File: src/rtl/divide_scheduler_if.sv
// Bundle between the voice engines, the divide_scheduler and its divide instance.
// The master view belongs to the environment; the slave view belongs to the scheduler.
interface divide_scheduler_if #(
  parameter int NUM_REQ = 4
) ();
  localparam int IDW = $clog2(NUM_REQ);

  logic                    enable;
  logic [NUM_REQ-1:0]      req;
  logic [16*NUM_REQ-1:0]   req_num;
  logic [16*NUM_REQ-1:0]   req_coef;
  logic [NUM_REQ-1:0]      gnt;
  logic [15:0]             div_numerator;
  logic [3:0]              div_a;
  logic [3:0]              div_b;
  logic [3:0]              div_c;
  logic [3:0]              div_d;
  logic [15:0]             div_dout;
  logic                    rsp_valid;
  logic [IDW-1:0]          rsp_id;
  logic [15:0]             rsp_data;
  logic                    busy;

  modport master (
    output enable, req, req_num, req_coef, div_dout,
    input  gnt, div_numerator, div_a, div_b, div_c, div_d,
    input  rsp_valid, rsp_id, rsp_data, busy
  );

  modport slave (
    input  enable, req, req_num, req_coef, div_dout,
    output gnt, div_numerator, div_a, div_b, div_c, div_d,
    output rsp_valid, rsp_id, rsp_data, busy
  );
endinterface

File: src/rtl/divide_scheduler.sv
// Round-robin time-sharing of one divide scaler between NUM_REQ requesters; an ID
// tag pipeline follows each operation through divide and returns the tagged result.
module divide_scheduler #(
  parameter int NUM_REQ = 4,
  parameter int DIV_LAT = 2
) (
  input  logic              clk,
  input  logic              reset,
  divide_scheduler_if.slave bus
);
  localparam int IDW    = $clog2(NUM_REQ);
  localparam int STAGES = DIV_LAT + 1;
  localparam int DATA_W = 16;
  localparam int COEF_W = 16;
  localparam int SH_W   = COEF_W / 4;

  typedef enum logic [1:0] {S_IDLE, S_RUN, S_DRAIN} state_t;

  state_t                           r_state;
  logic                             r_busy;
  logic [IDW-1:0]                   r_ptr;
  logic [NUM_REQ-1:0]               r_gnt;
  logic signed [DATA_W-1:0]         r_div_num;
  logic [SH_W-1:0]                  r_div_a;
  logic [SH_W-1:0]                  r_div_b;
  logic [SH_W-1:0]                  r_div_c;
  logic [SH_W-1:0]                  r_div_d;
  logic [STAGES-1:0]                r_vld_p;
  logic [STAGES-1:0][IDW-1:0]       r_id_p;
  logic                             r_rsp_valid;
  logic [IDW-1:0]                   r_rsp_id;
  logic signed [DATA_W-1:0]         r_rsp_data;

  logic [IDW-1:0]                   w_idx      [NUM_REQ];
  logic [DATA_W-1:0]                w_num_arr  [NUM_REQ];
  logic [COEF_W-1:0]                w_coef_arr [NUM_REQ];
  logic                             w_hit;
  logic [IDW-1:0]                   w_win;
  logic [DATA_W-1:0]                w_sel_num;
  logic [COEF_W-1:0]                w_sel_coef;
  logic                             w_issue;
  logic                             w_empty;
  logic [NUM_REQ-1:0]               w_gnt_oh;

  function automatic logic [IDW-1:0] ring_idx(input logic [IDW-1:0] base, input int off);
    int s;
    s = int'(base) + off;
    if (s >= NUM_REQ) s = s - NUM_REQ;
    return IDW'(s);
  endfunction

  // w_idx[k] is the requester examined k-th when searching upward from the pointer.
  for (genvar g = 0; g < NUM_REQ; g++) begin : g_lane
    assign w_idx[g]      = ring_idx(r_ptr, g);
    assign w_num_arr[g]  = bus.req_num[DATA_W*g +: DATA_W];
    assign w_coef_arr[g] = bus.req_coef[COEF_W*g +: COEF_W];
  end

  always_comb begin
    w_hit      = 1'b0;
    w_win      = '0;
    w_sel_num  = '0;
    w_sel_coef = '0;
    for (int k = 0; k < NUM_REQ; k++) begin
      if (!w_hit && bus.req[w_idx[k]]) begin
        w_hit      = 1'b1;
        w_win      = w_idx[k];
        w_sel_num  = w_num_arr[w_idx[k]];
        w_sel_coef = w_coef_arr[w_idx[k]];
      end
    end
  end

  assign w_issue  = (r_state == S_RUN) && bus.enable && w_hit;
  assign w_empty  = ~|r_vld_p;
  assign w_gnt_oh = NUM_REQ'(1) << w_win;

  // p0: issue edge; pN: tag N edges into divide; p(STAGES-1) lines up with div_dout
  always_ff @(posedge clk or negedge reset) begin
    if (!reset) begin
      r_state     <= S_IDLE;
      r_busy      <= 1'b0;
      r_ptr       <= '0;
      r_gnt       <= '0;
      r_div_num   <= '0;
      r_div_a     <= '0;
      r_div_b     <= '0;
      r_div_c     <= '0;
      r_div_d     <= '0;
      r_vld_p     <= '0;
      r_rsp_valid <= 1'b0;
      r_rsp_id    <= '0;
      r_rsp_data  <= '0;
    end else begin
      case (r_state)
        S_IDLE: begin
          r_state <= bus.enable ? S_RUN : S_IDLE;
          r_busy  <= bus.enable;
        end
        S_RUN: begin
          r_state <= bus.enable ? S_RUN : S_DRAIN;
          r_busy  <= 1'b1;
        end
        S_DRAIN: begin
          if (w_empty) begin
            r_state <= bus.enable ? S_RUN : S_IDLE;
            r_busy  <= bus.enable;
          end else begin
            r_busy  <= 1'b1;
          end
        end
        default: begin
          r_state <= S_IDLE;
          r_busy  <= 1'b0;
        end
      endcase

      r_gnt <= w_issue ? w_gnt_oh : '0;
      if (w_issue) begin
        r_ptr     <= ring_idx(w_win, 1);
        r_div_num <= w_sel_num;
        r_div_a   <= w_sel_coef[4*SH_W-1:3*SH_W];
        r_div_b   <= w_sel_coef[3*SH_W-1:2*SH_W];
        r_div_c   <= w_sel_coef[2*SH_W-1:SH_W];
        r_div_d   <= w_sel_coef[SH_W-1:0];
      end

      r_vld_p     <= {r_vld_p[STAGES-2:0], w_issue};
      // Results are only taken when the tag says divide is holding one of ours.
      r_rsp_valid <= r_vld_p[STAGES-1];
      if (r_vld_p[STAGES-1]) begin
        r_rsp_id   <= r_id_p[STAGES-1];
        r_rsp_data <= bus.div_dout;
      end
    end
  end

  // Tag IDs are meaningful only alongside r_vld_p, so they carry no reset.
  always_ff @(posedge clk) begin
    r_id_p <= {r_id_p[STAGES-2:0], w_win};
  end

  assign bus.gnt           = r_gnt;
  assign bus.div_numerator = r_div_num;
  assign bus.div_a         = r_div_a;
  assign bus.div_b         = r_div_b;
  assign bus.div_c         = r_div_c;
  assign bus.div_d         = r_div_d;
  assign bus.rsp_valid     = r_rsp_valid;
  assign bus.rsp_id        = r_rsp_id;
  assign bus.rsp_data      = r_rsp_data;
  assign bus.busy          = r_busy;
endmodule

File: src/flat_wrapper.sv
// flat-port wrapper written by rule: the top's interface ports become plain ports
module divide_scheduler_flat 
#(
  parameter int NUM_REQ = 4,
  parameter int DIV_LAT = 2
)
  (clk, reset, bus_enable, bus_req, bus_req_num, bus_req_coef, bus_div_dout, bus_gnt, bus_div_numerator, bus_div_a, bus_div_b, bus_div_c, bus_div_d, bus_rsp_valid, bus_rsp_id, bus_rsp_data, bus_busy);
  divide_scheduler_if #(.NUM_REQ(NUM_REQ)) bus_i ();
  input  logic clk;
  input  logic reset;
  input wire logic [$bits(bus_i.enable)-1:0] bus_enable;
  input wire logic [$bits(bus_i.req)-1:0] bus_req;
  input wire logic [$bits(bus_i.req_num)-1:0] bus_req_num;
  input wire logic [$bits(bus_i.req_coef)-1:0] bus_req_coef;
  input wire logic [$bits(bus_i.div_dout)-1:0] bus_div_dout;
  output wire logic [$bits(bus_i.gnt)-1:0] bus_gnt;
  output wire logic [$bits(bus_i.div_numerator)-1:0] bus_div_numerator;
  output wire logic [$bits(bus_i.div_a)-1:0] bus_div_a;
  output wire logic [$bits(bus_i.div_b)-1:0] bus_div_b;
  output wire logic [$bits(bus_i.div_c)-1:0] bus_div_c;
  output wire logic [$bits(bus_i.div_d)-1:0] bus_div_d;
  output wire logic [$bits(bus_i.rsp_valid)-1:0] bus_rsp_valid;
  output wire logic [$bits(bus_i.rsp_id)-1:0] bus_rsp_id;
  output wire logic [$bits(bus_i.rsp_data)-1:0] bus_rsp_data;
  output wire logic [$bits(bus_i.busy)-1:0] bus_busy;
  assign bus_i.enable = bus_enable;
  assign bus_i.req = bus_req;
  assign bus_i.req_num = bus_req_num;
  assign bus_i.req_coef = bus_req_coef;
  assign bus_i.div_dout = bus_div_dout;
  assign bus_gnt = bus_i.gnt;
  assign bus_div_numerator = bus_i.div_numerator;
  assign bus_div_a = bus_i.div_a;
  assign bus_div_b = bus_i.div_b;
  assign bus_div_c = bus_i.div_c;
  assign bus_div_d = bus_i.div_d;
  assign bus_rsp_valid = bus_i.rsp_valid;
  assign bus_rsp_id = bus_i.rsp_id;
  assign bus_rsp_data = bus_i.rsp_data;
  assign bus_busy = bus_i.busy;
  divide_scheduler #(.NUM_REQ(NUM_REQ), .DIV_LAT(DIV_LAT)) u_core (.clk(clk), .reset(reset), .bus(bus_i));
endmodule
File: config.mk
export PLATFORM = sky130hd
export DESIGN_NAME = divide_scheduler_flat
export DESIGN_NICKNAME = d
export VERILOG_FILES = /design/src/rtl/divide_scheduler_if.sv /design/src/rtl/divide_scheduler.sv /design/src/flat_wrapper.sv
export SDC_FILE = /design/constraint.sdc
export NUM_CORES = 1
export LEC_CHECK = 0
export BUFFER_PORTS_ARGS = -buffer_cell sky130_fd_sc_hd__buf_2
export CAP_MARGIN = 20
export CORE_UTILIZATION = 48
export CTS_CLUSTER_DIAMETER = 150
export DETAILED_ROUTE_END_ITERATION = 8
export PLACE_DENSITY = 0.77
export SYNTH_ARGS = -nofsm -noshare
export SYNTH_HDL_FRONTEND = slang
export SYNTH_SLANG_ARGS = --single-unit
File: constraint.sdc
create_clock -name clk -period 1.8 [get_ports clk]
set_input_delay 0.36 -clock clk [delete_from_list [all_inputs] [get_ports clk]]
set_output_delay 0.36 -clock clk [all_outputs]
set_load 0.01 [all_outputs]
After elaboration in Yosys (flattened, before gate mapping)

Index checks and enable logic that the tools add are counted.

Div/mod/pow operators: 0
Shift operators: 1
Multiply operators: 0
Reductions and logical operators: 10
$add $sub $neg: 9
Magnitude comparators: 13
Equal/unequal tests: 3
Bitwise logic cells: 4
Muxes and demuxes: 60

Operators with widths:

| kind                                                              | number |
|---|---|
| 2-to-1 mux 16 bit                                                 | 24 |
| binary-select mux 16 bit (select 2 bit)                           | 8 |
| greater-or-equal comparator 3 bit, second input constant          | 8 |
| 2-to-1 mux 2 bit                                                  | 11 |
| less-than comparator 2 x 3 -> 1 bit, second input constant        | 4 |
| inverter 2 -> 3 bit                                               | 4 |
| 2-to-1 mux 1 bit                                                  | 10 |
| subtractor 2 x 1 -> 2 bit, second input constant                  | 5 |
| binary-select mux 1 bit (select 2 bit)                            | 4 |
| adder 2 x 1 -> 3 bit, second input constant                       | 2 |
| adder 2 x 2 -> 3 bit, second input constant                       | 2 |
| one-hot mux 2 bit (3 select lines)                                | 1 |
| logical AND 1 bit                                                 | 5 |
| 2-to-1 mux 4 bit                                                  | 1 |
| << shifter 1 x 2 -> 4 bit, first input constant                   | 1 |
| greater-or-equal comparator 2 x 3 -> 1 bit, second input constant | 1 |
| zero test 1 bit                                                   | 3 |
| one-hot mux 1 bit (3 select lines)                                | 1 |
| OR reduction 3 bit                                                | 1 |
| equality test 2 x 1 -> 1 bit, second input constant               | 1 |
| equality test 2 bit, second input constant                        | 1 |
| zero test 2 bit                                                   | 1 |
| inequality test 2 bit, second input constant                      | 1 |

Latch bits: 0
RAM bits: 0
Bits in read-only memories: 0
Output and inout bits: 56
Input port bits: 151
Memories: 0
Bits in registers: 69
Word-level logic and storage cells: 116

Logic depth before layout (Yosys ltp)

Gate-level depths: netlist of the first run.

Depth after elaboration: 17
Depth in mapped cells: 8
Gate-level depth less buffers: 6

Worst setup path before layout of the first run

OpenSTA, ideal clock, no wires.

Path kind: reg2reg
Start point: register u_core.r_ptr[0]
End point: register u_core.r_div_num[12] (netlist: u_core.bus.div_numerator[12])
Cell stages (with the launch flop): 8
Arrival: 1.720 ns
Setup time: 0.131 ns
Slack: -0.051 ns
Path through: dfrtp_1 > buf_6 > mux2_2 > a221oi_4 > buf_6 > nor2_1 > a221oi_2 > a31oi_1

Longest elaborated chain between the ends: 15
Elaborated cells between the ends (all ways): 54

RTL lines:

| item                                                                          | line                    | RTL |
|---|---|---|
| from (decl)                                                                   | divide_scheduler.sv:21  | `logic [IDW-1:0] r_ptr;` |
| from (signal assigned)                                                        | divide_scheduler.sv:120 | `r_ptr <= ring_idx(w_win, 1);` |
| parallel branches: the longest is 15 deep, another holds adder 2 x 1 -> 3 bit | n/a                     |  |
| to (signal assigned)                                                          | divide_scheduler.sv:121 | `r_div_num <= w_sel_num;` |
| to (decl)                                                                     | divide_scheduler.sv:23  | `logic signed [DATA_W-1:0] r_div_num;` |

Several ways; the timed one is not identified. The select of a mux whose other input is x is not followed.
A chain may end at the register's enable or synchronous reset.

Final worst setup path of the first run

Start point: register u_core.r_ptr[0]
End point: register u_core.r_div_d[3] (netlist: u_core.bus.div_d[3])

Longest elaborated chain between the ends: 15
Elaborated cells between the ends (all ways): 54

RTL lines:

| item                                                                          | line                    | RTL |
|---|---|---|
| parallel branches: the longest is 15 deep, another holds adder 2 x 1 -> 3 bit | n/a                     |  |
| to (signal assigned)                                                          | divide_scheduler.sv:125 | `r_div_d <= w_sel_coef[SH_W-1:0];` |
| to (decl)                                                                     | divide_scheduler.sv:27  | `logic [SH_W-1:0] r_div_d;` |

Several ways; the timed one is not identified. The select of a mux whose other input is x is not followed.

==> tab_implementation.tex, run 1 <==
\begin{tabular}{lr}
\hline
Metric & Value \\
\hline
\multicolumn{2}{l}{\textbf{GRT}} \\
Initial antenna violation count & 0 \\
Global routing met1 resource utilization & 0.338 \\
Pin count of the biggest net entering global routing & 64 \\
Global-route wire length before repair & approximately 29000 um \\
Most used routing layer & met2 \\
Sum of overflow across all layers after global routing & 0 \\
Met3 global-route usage & 0.0492 \\
Total track usage & 0.256 \\
Met2 Resource Use GR & 0.429 \\
Vias in the first global route & about 5700 \\
\multicolumn{2}{l}{\textbf{Power and ir drop}} \\
Leakage power of the design & 0.00407 uW \\
Power density over the cells & between 1000 and 1500 nW/um\^{}2 \\
Peak supply drop & approximately 0.56 mV \\
\multicolumn{2}{l}{\textbf{Layout}} \\
Final Net Count & just under 1000 \\
Cell Count, Final, Fillers Out & a little over 1000 \\
Commonest non-fill, non-tap cell in the layout & sky130\_fd\_sc\_hd\_\_buf\_2 \\
Layout cells sized above 1 & 0.581 \\
Most used cells in the layout excluding fill and tap cells & 206 x sky130\_fd\_sc\_hd\_\_buf\_2, 92 x sky130\_fd\_sc\_hd\_\_mux2i\_1, 61 x sky130\_fd\_sc\_hd\_\_dfrtp\_1 \\
FILL cells & 1068 \\
\# diodes & 0 \\
Final non-filler cell area & $\sim$8600 um\^{}2 \\
Footprint of the multi-input gates & between 4000 and 5000 um\^{}2 \\
Area taken by flip-flops and latches & about 1700 um\^{}2 \\
Area growth syn-to-layout & 32.9\% \\
\multicolumn{2}{l}{\textbf{STA}} \\
Final slew viol count & 0 \\
Final worst path period share & 1.15 \\
Headroom to the max-slew limit & 0.691 \\
Worst-Margin Slew & $\sim$0.46 ns \\
Maximum clock frequency & just under 0.5 GHz \\
Worst Hold Slack & just under 0.03 ns \\
Shortest period the worst path allows & about 2.1 ns \\
Unrepaired setup endpoints after global routing & true \\
Final setup vio count & 33 \\
Post-route worst setup slack & -0.263 ns \\
Number of failing hold endpoints at the final stage & 0 \\
Clock Skews & about 0.0075 ns \\
\multicolumn{2}{l}{\textbf{Run}} \\
Max-cap viol count & 0 \\
\multicolumn{2}{l}{\textbf{Die}} \\
Initial core utilization & 0.491 \\
Die Span X & about 120 um \\
Top-Level Pins & approximately 210 \\
Number of placement rows & between 40 and 50 \\
Die span in y & 118 um \\
Die area & $\sim$14000 um\^{}2 \\
Core area & between 10000 and 15000 um\^{}2 \\
\multicolumn{2}{l}{\textbf{Detailed routing}} \\
Final routed wire length divided by cell count & around 18 um \\
Count of antenna-violating nets left after detailed routing & 0 \\
Violation count after the first detailed-route iteration & $\sim$340 \\
Post-detailed-routing wire length & 18000 um \\
Drt drc & 0 \\
Via count & 5883 \\
Total iterations of the first detailed-routing run & 4 \\
Average vias per placed instance & roughly 5.8 \\
\multicolumn{2}{l}{\textbf{Hold path}} \\
Worst hold path class & in2async \\
\multicolumn{2}{l}{\textbf{Logic synthesis}} \\
Synth Warn \# & 0 \\
Number of enable-type register cells in the synthesized netlist & 0 \\
Synthesis-stage register bit count & 69 \\
Combined area of all synthesized cells & approximately 6500 um\^{}2 \\
Average footprint of a synthesized cell & roughly 11 um\^{}2 \\
Mapped Cells & approximately 600 \\
Sequential share of the synthesized area & 0.262 \\
Synthesized Nets & 763 \\
Synth unique cells & 49 \\
Predominant post-synthesis flop cell & sky130\_fd\_sc\_hd\_\_dfrtp\_1 \\
Fraction of registers with async set or reset after synthesis & 0.913 \\
\multicolumn{2}{l}{\textbf{Placement}} \\
Placed Cells incl. Taps & between 900 and 1000 \\
Placer's final routability congestion estimate & slightly above 0.8 \\
Total of buffers placed on input and output ports & roughly 210 \\
Post-placement cell area & roughly 8100 um\^{}2 \\
DPL Wire Length & roughly 13000 um \\
\multicolumn{2}{l}{\textbf{Clock tree}} \\
Sink count of the clock tree & between 60 and 70 \\
Number of buffers between clock root and the deepest sink & 2 \\
Master cell of the clock root buffer & sky130\_fd\_sc\_hd\_\_clkbuf\_16 \\
Clock latency reported for the late side of the worst-skew pair & between 0.3 and 0.4 ns \\
H-Tree Level Count & 3 \\
Total clock buffers created by CTS & 9 \\
TritonCTS clock tree & yes \\
Clock slew at reported path FFs & around 0.07 ns \\
\multicolumn{2}{l}{\textbf{Setup path}} \\
Minimum setup slack among reg-to-reg paths & -0.26 ns \\
Critical register-to-register path startpoint & u\_core.r\_ptr[0]\$\_DFFE\_PN0P\_ \\
Worst R2R End & u\_core.bus.div\_d[3]\$\_DFFE\_PN0P\_ \\
Critical Path RT & just over 2 ns \\
Crit path arrival time & roughly 2.3 ns \\
Worst Reg-to-Reg Cells & 6 \\
Endpoint type of the worst setup path & flip-flop \\
Startpoint type of the worst setup path & flip-flop \\
Biggest fanout along the worst timing path & 9 \\
Type of the worst setup path & reg2reg \\
\multicolumn{2}{l}{\textbf{Outcome}} \\
Run status & finished with violations \\
Failing checks & negative setup slack \\
\hline
\end{tabular}
per-stage QoR:
stage | total power [uW] | setup slack (ns) | setup TNS, ns | utilization
finish | 11800 | -0.263 | -7.30 | 0.652
detailed placement | 9620 | -0.274 | -7.33 | 0.611
floorplan | 7690 | -0.0315 | -0.341 | -
global placement | 9480 | -0.203 | -5.47 | 0.611
CTS | 11700 | -0.200 | -5.34 | 0.641
global route | 12500 | -0.311 | -9.04 | 0.652
layer usage:
layer  vias up  routed length, um
met5         -                  0
met4         0                241
met3        21               1280
met2       242               8740
met1      2860               7710
li1       2760                  -
where the power goes:
| group | switching [uW] | internal (uW) | total [uW] |
|---|---|---|---|
| registers | 365 | 2130 | 2490 |
| logic | 3550 | 3840 | 7390 |
| clock network | 780 | 1110 | 1890 |
worst max path at each step:
stage,start,to,slack (ns),cells past startpoint
5_1_grt,u_core.r_ptr[0]$_DFFE_PN0P_,u_core.bus.div_d[0]$_DFFE_PN0P_,-0.31,6
6_report,u_core.r_ptr[0]$_DFFE_PN0P_,u_core.bus.div_d[3]$_DFFE_PN0P_,-0.26,6
4_1_cts,u_core.r_ptr[0]$_DFFE_PN0P_,u_core.bus.div_numerator[8]$_DFFE_PN0P_,-0.20,6
3_3_place_gp,bus_req[3],u_core.bus.div_numerator[15]$_DFFE_PN0P_,-0.20,8
3_5_place_dp,u_core.r_ptr[1]$_DFFE_PN0P_,u_core.bus.div_numerator[8]$_DFFE_PN0P_,-0.27,6
2_1_floorplan,u_core.r_ptr[0]$_DFFE_PN0P_,u_core.bus.div_numerator[7]$_DFFE_PN0P_,-0.03,7
repair_timing:
action / 4_1_cts / 5_1_grt
setup endpoints to repair: 34 / 34
hold buffers: 0 / 0
pin swaps: 1 / 3
buffers inserted: 4 / 2
gates cloned: 1 / 2
gates resized for setup: 11 / 22
critical path: stages (launching register included):
cell and delay [ns]:
sky130_fd_sc_hd__dfrtp_4 0.53, sky130_fd_sc_hd__or4b_4 0.57, sky130_fd_sc_hd__a21boi_4 0.19, sky130_fd_sc_hd__or3_4 0.23
sky130_fd_sc_hd__clkbuf_16 0.19, sky130_fd_sc_hd__nor3_2 0.06, sky130_fd_sc_hd__o31ai_2 0.21
state kept, by name, indices dropped and copies added (netlist names), 3 cells and up:
signal	cells
u_core.bus.div_c	4
u_core.bus.div_b	4
u_core.r_vld_p	3
u_core.bus.rsp_data	16
u_core.bus.div_numerator	16
u_core.bus.div_d	4
u_core.bus.gnt	4
u_core.bus.div_a	4
u_core.r_id_p	6
cells by family after synthesis:
kind of cell / share of synthesized area
AOI/OAI and AO/OA: 0.181
xor gates and xnor gates: 0.00135
buffers and inverters: 0.0673
DFF: 0.262
muxes: 0.353
and+or+nand+nor: 0.136
synthesized netlist by cell type, types with 2 or more instances:
master / n / area share
sky130_fd_sc_hd__or4b_1: 2 / 0.0031
sky130_fd_sc_hd__a211o_2: 10 / 0.015
sky130_fd_sc_hd__a221oi_2: 4 / 0.0093
sky130_fd_sc_hd__nand2_1: 34 / 0.020
sky130_fd_sc_hd__clkbuf_1: 17 / 0.0099
sky130_fd_sc_hd__mux2_2: 51 / 0.089
sky130_fd_sc_hd__nor3_1: 2 / 0.0015
sky130_fd_sc_hd__buf_12: 4 / 0.012
sky130_fd_sc_hd__nand4bb_1: 2 / 0.0035
sky130_fd_sc_hd__o31ai_2: 29 / 0.056
sky130_fd_sc_hd__a21oi_1: 50 / 0.039
sky130_fd_sc_hd__dfxtp_1: 6 / 0.019
sky130_fd_sc_hd__o21ai_0: 6 / 0.0046
sky130_fd_sc_hd__buf_2: 22 / 0.017
sky130_fd_sc_hd__o22ai_1: 2 / 0.0019
sky130_fd_sc_hd__buf_4: 9 / 0.010
sky130_fd_sc_hd__nor2_1: 66 / 0.038
sky130_fd_sc_hd__nand2b_1: 6 / 0.0058
sky130_fd_sc_hd__dfrtp_1: 63 / 0.24
sky130_fd_sc_hd__nor3_2: 30 / 0.046
sky130_fd_sc_hd__nor2b_1: 3 / 0.0029
sky130_fd_sc_hd__mux2i_1: 92 / 0.14
sky130_fd_sc_hd__nand4b_1: 2 / 0.0027
sky130_fd_sc_hd__a211o_1: 19 / 0.026
sky130_fd_sc_hd__buf_6: 8 / 0.014
sky130_fd_sc_hd__a21oi_2: 10 / 0.014
sky130_fd_sc_hd__or3_1: 2 / 0.0019
sky130_fd_sc_hd__o21ai_1: 2 / 0.0015
sky130_fd_sc_hd__mux4_2: 35 / 0.12
sky130_fd_sc_hd__a31oi_1: 2 / 0.0019
sky130_fd_sc_hd__inv_1: 4 / 0.0023
cell type report:
| cell class | instances | area share |
|---|---|---|
| clock buffers | 9 | 0.0262 |
| clock inverters | 7 | 0.0103 |
| inverters | 4 | 0.00175 |
| multi-input cells | 477 | 0.524 |
| flip-flops and latches | 69 | 0.198 |
| well taps | 176 | 0.0256 |
| repair buffers | 272 | 0.214 |
Power figures use the tool's default switching activity.
==> run 2, diff against run 1 <==
- CORE_UTILIZATION: 48 -> 53
- PLACE_DENSITY: 0.77 -> 0.81
- REMOVE_ABC_BUFFERS: unset -> 1
- clock period: 1.8 -> 2.3 ns (I/O delays scaled with it)
==> run 2 against run 1 <==
Against the previous run: the run now ends clean; non-clock buffer count shrank 42; maximum frequency is 4.5% lower; setup slack improved by 0.40 ns; design area shrank 7.9%; cell count is 7.0% lower; critical path depth unchanged; clock skew up 0.0072 ns; clock-buffer cell count grew 3; critical endpoint is now u_core.bus.div_a[1]$_DFFE_PN0P_.
==> tab_implementation.tex, run 2 (same netlist as run 1, synthesis figures left out) <==
\begin{tabular}{lr}
\hline
Metric & Value \\
\hline
\multicolumn{2}{l}{\textbf{GRT}} \\
Vias in the first global route & 6095 (+6.3\%) \\
Initial antenna violation count & 0 (unchanged) \\
Sum of overflow across all layers after global routing & 0 (unchanged) \\
Global-route wire length before repair & 30100 um (+5.5\%) \\
Total track usage & 0.299 (+0.0426) \\
Pin count of the biggest net entering global routing & 46 (-28\%) \\
\multicolumn{2}{l}{\textbf{STA}} \\
Shortest period the worst path allows & 2.16 ns (+0.0969 ns) \\
Unrepaired setup endpoints after global routing & false \\
Final slew viol count & 0 (unchanged) \\
Final worst path period share & 0.939 (-0.207) \\
Maximum clock frequency & 0.463 GHz (-4.5\%) \\
Final setup vio count & 0 (-100\%) \\
Worst-Margin Slew & 0.752 ns (+0.291 ns) \\
Number of failing hold endpoints at the final stage & 0 (unchanged) \\
Headroom to the max-slew limit & 0.499 (-0.193) \\
Clock Skews & 0.0147 ns (+0.00716 ns) \\
\multicolumn{2}{l}{\textbf{Setup path}} \\
Startpoint type of the worst setup path & flip-flop \\
Crit path arrival time & 2.40 ns (+0.09 ns) \\
Biggest fanout along the worst timing path & 17 (+8) \\
Endpoint type of the worst setup path & flip-flop \\
Critical path's top delay family & simple AND/OR/NAND/NOR gates \\
Critical register-to-register path startpoint & u\_core.r\_ptr[0]\$\_DFFE\_PN0P\_ \\
Worst R2R End & u\_core.bus.div\_a[1]\$\_DFFE\_PN0P\_ \\
Worst path buffer plus inverter count & 1 (unchanged) \\
Minimum setup slack among reg-to-reg paths & 0.14 ns (+0.40 ns) \\
Count of cell instances traversed by the critical path & 6 (unchanged) \\
Maximum cell stage delay along the critical path & 0.57 ns (about the same) \\
Worst path cell trace & or4b\_1, a21boi\_1, or3\_2, buf\_4, nor3\_2, o31ai\_2 \\
Critical Path RT & 2.54 ns (+0.49 ns) \\
Cell with the largest stage delay on the worst path & sky130\_fd\_sc\_hd\_\_dfrtp\_4 \\
Type of the worst setup path & reg2reg \\
Worst Reg-to-Reg Cells & 6 (unchanged) \\
\multicolumn{2}{l}{\textbf{Layout}} \\
Area taken by flip-flops and latches & 1700 um\^{}2 (unchanged) \\
End-of-flow core utilization & 0.662 (+0.0102) \\
\# diodes & 0 (unchanged) \\
Most used cells in the layout excluding fill and tap cells & 206 x sky130\_fd\_sc\_hd\_\_buf\_2, 92 x sky130\_fd\_sc\_hd\_\_mux2i\_1, 66 x sky130\_fd\_sc\_hd\_\_nor2\_1 \\
Commonest non-fill, non-tap cell in the layout & sky130\_fd\_sc\_hd\_\_buf\_2 \\
Footprint of the multi-input gates & 4370 um\^{}2 (-3.2\%) \\
FILL cells & 905 (-15\%) \\
Cell Count, Final, Fillers Out & 943 (-7.0\%) \\
Layout cells sized above 1 & 0.530 (-0.0510) \\
Final Net Count & 942 (-4.3\%) \\
Area growth syn-to-layout & 22.4\% \\
\multicolumn{2}{l}{\textbf{Power and ir drop}} \\
Power after layout & 8750 uW (-26\%) \\
Power density over the cells & 1100 nW/um\^{}2 (-19\%) \\
Peak supply drop & 0.545 mV (-3.2\%) \\
Leakage power of the design & 0.00378 uW (-7.1\%) \\
\multicolumn{2}{l}{\textbf{Placement}} \\
Placer's final routability congestion estimate & 0.826 (+0.58\%) \\
DPL Wire Length & 13400 um (+6.5\%) \\
Total of buffers placed on input and output ports & 206 (unchanged) \\
Placed Cells incl. Taps & 927 (-6.3\%) \\
\multicolumn{2}{l}{\textbf{Die}} \\
Initial core utilization & 0.541 (+0.0504) \\
Die area & 12700 um\^{}2 (-9.3\%) \\
Number of placement rows & 40 (-4.8\%) \\
Top-Level Pins & 207 (unchanged) \\
Die Span X & 113 um (-4.8\%) \\
Core area & 12000 um\^{}2 (-9.3\%) \\
Die span in y & 113 um (-4.8\%) \\
\multicolumn{2}{l}{\textbf{Detailed routing}} \\
Total iterations of the first detailed-routing run & 5 (+1) \\
Final routed wire length divided by cell count & 19.6 um (+11\%) \\
Via count & 5950 (+1.1\%) \\
Count of antenna-violating nets left after detailed routing & 0 (unchanged) \\
Post-detailed-routing wire length & 18500 um (+2.9\%) \\
Drt drc & 0 (unchanged) \\
Average vias per placed instance & 6.31 (+8.8\%) \\
Violation count after the first detailed-route iteration & 282 (-16\%) \\
\multicolumn{2}{l}{\textbf{Clock tree}} \\
Sink count of the clock tree & 69 (unchanged) \\
Master cell of the clock root buffer & sky130\_fd\_sc\_hd\_\_clkbuf\_16 \\
Number of buffers between clock root and the deepest sink & 2 (unchanged) \\
TritonCTS clock tree & yes \\
H-Tree Level Count & 3 (unchanged) \\
Buffers inserted during post-CTS setup optimization & 0 (-4) \\
Clock slew at reported path FFs & 0.07 ns (about the same) \\
Total clock buffers created by CTS & 9 (unchanged) \\
Number of buffers inserted by hold repair at cts & 0 (unchanged) \\
Clock latency reported for the late side of the worst-skew pair & 0.34 ns (about the same) \\
Post\_cts resized & 0 (-11) \\
\multicolumn{2}{l}{\textbf{Outcome}} \\
Run status & completed \\
\multicolumn{2}{l}{\textbf{Hold path}} \\
Worst hold path class & in2async \\
\multicolumn{2}{l}{\textbf{Run}} \\
Max-cap viol count & 0 (unchanged) \\
\hline
\end{tabular}
## run 2: changes by cell type in the layout (fill, tap and decap cells not counted), moves of 3 or more
cell,before,now
sky130_fd_sc_hd__nor2_1,53,66
sky130_fd_sc_hd__buf_12,20,10
sky130_fd_sc_hd__buf_6,7,0
sky130_fd_sc_hd__buf_4,37,14
sky130_fd_sc_hd__inv_8,3,0
sky130_fd_sc_hd__nor3_4,7,0
sky130_fd_sc_hd__nor3_2,24,31
sky130_fd_sc_hd__nor2_2,12,0
## run 2: report_power, final
part / leakage [uW] / internal, uW / switching [uW]
Clock: 0.000153 / 979 / 541
Combinational: 0.00279 / 2590 / 2630
Sequential: 0.000831 / 1670 / 343
## run 2: worst max-delay path by stage
stage	start	endpoint
floorplan	u_core.r_ptr[1]$_DFFE_PN0P_	u_core.bus.div_b[0]$_DFFE_PN0P_
global placement	bus_req[3]	u_core.bus.div_numerator[12]$_DFFE_PN0P_
detailed placement	bus_req[3]	u_core.bus.div_numerator[12]$_DFFE_PN0P_
CTS	u_core.r_ptr[0]$_DFFE_PN0P_	u_core.bus.div_c[0]$_DFFE_PN0P_
global route	u_core.r_ptr[0]$_DFFE_PN0P_	u_core.bus.div_a[1]$_DFFE_PN0P_
finish	u_core.r_ptr[0]$_DFFE_PN0P_	u_core.bus.div_a[1]$_DFFE_PN0P_
## run 2: cell type report
| class | instances | area share |
|---|---|---|
| clock buffers | 12 | 0.0311 |
| repair buffers | 230 | 0.169 |
| clock inverters | 4 | 0.00916 |
| multi-input cells | 477 | 0.551 |
| inverters | 4 | 0.00189 |
| well taps | 147 | 0.0232 |
| flip-flops and latches | 69 | 0.215 |
## run 2: stage by stage
stage          worst slack, ns  hold WS, ns  TNS, ns  instance area [um^2]
2_1_floorplan            -3.85        0.164  -142.23                  6050
3_3_place_gp             0.133        0.311        0                  7600
3_5_place_dp            0.0843        0.320        0                  7600
4_1_cts                  0.153       0.0963        0                  7920
5_1_grt                 0.0609        0.122        0                  7920
6_report                 0.140       0.0883        0                  7920
## run 2: per-layer routing
| metal | global-route usage | wire [um] | vias up |
|---|---|---|---|
| met3 | 0.0605 | 1480 | 28 |
| met4 | 0.127 | 389 | 0 |
| met5 | 0 | 0 | - |
| met1 | 0.349 | 7250 | 2932 |
| li1 | - | - | 2680 |
| met2 | 0.534 | 9370 | 310 |
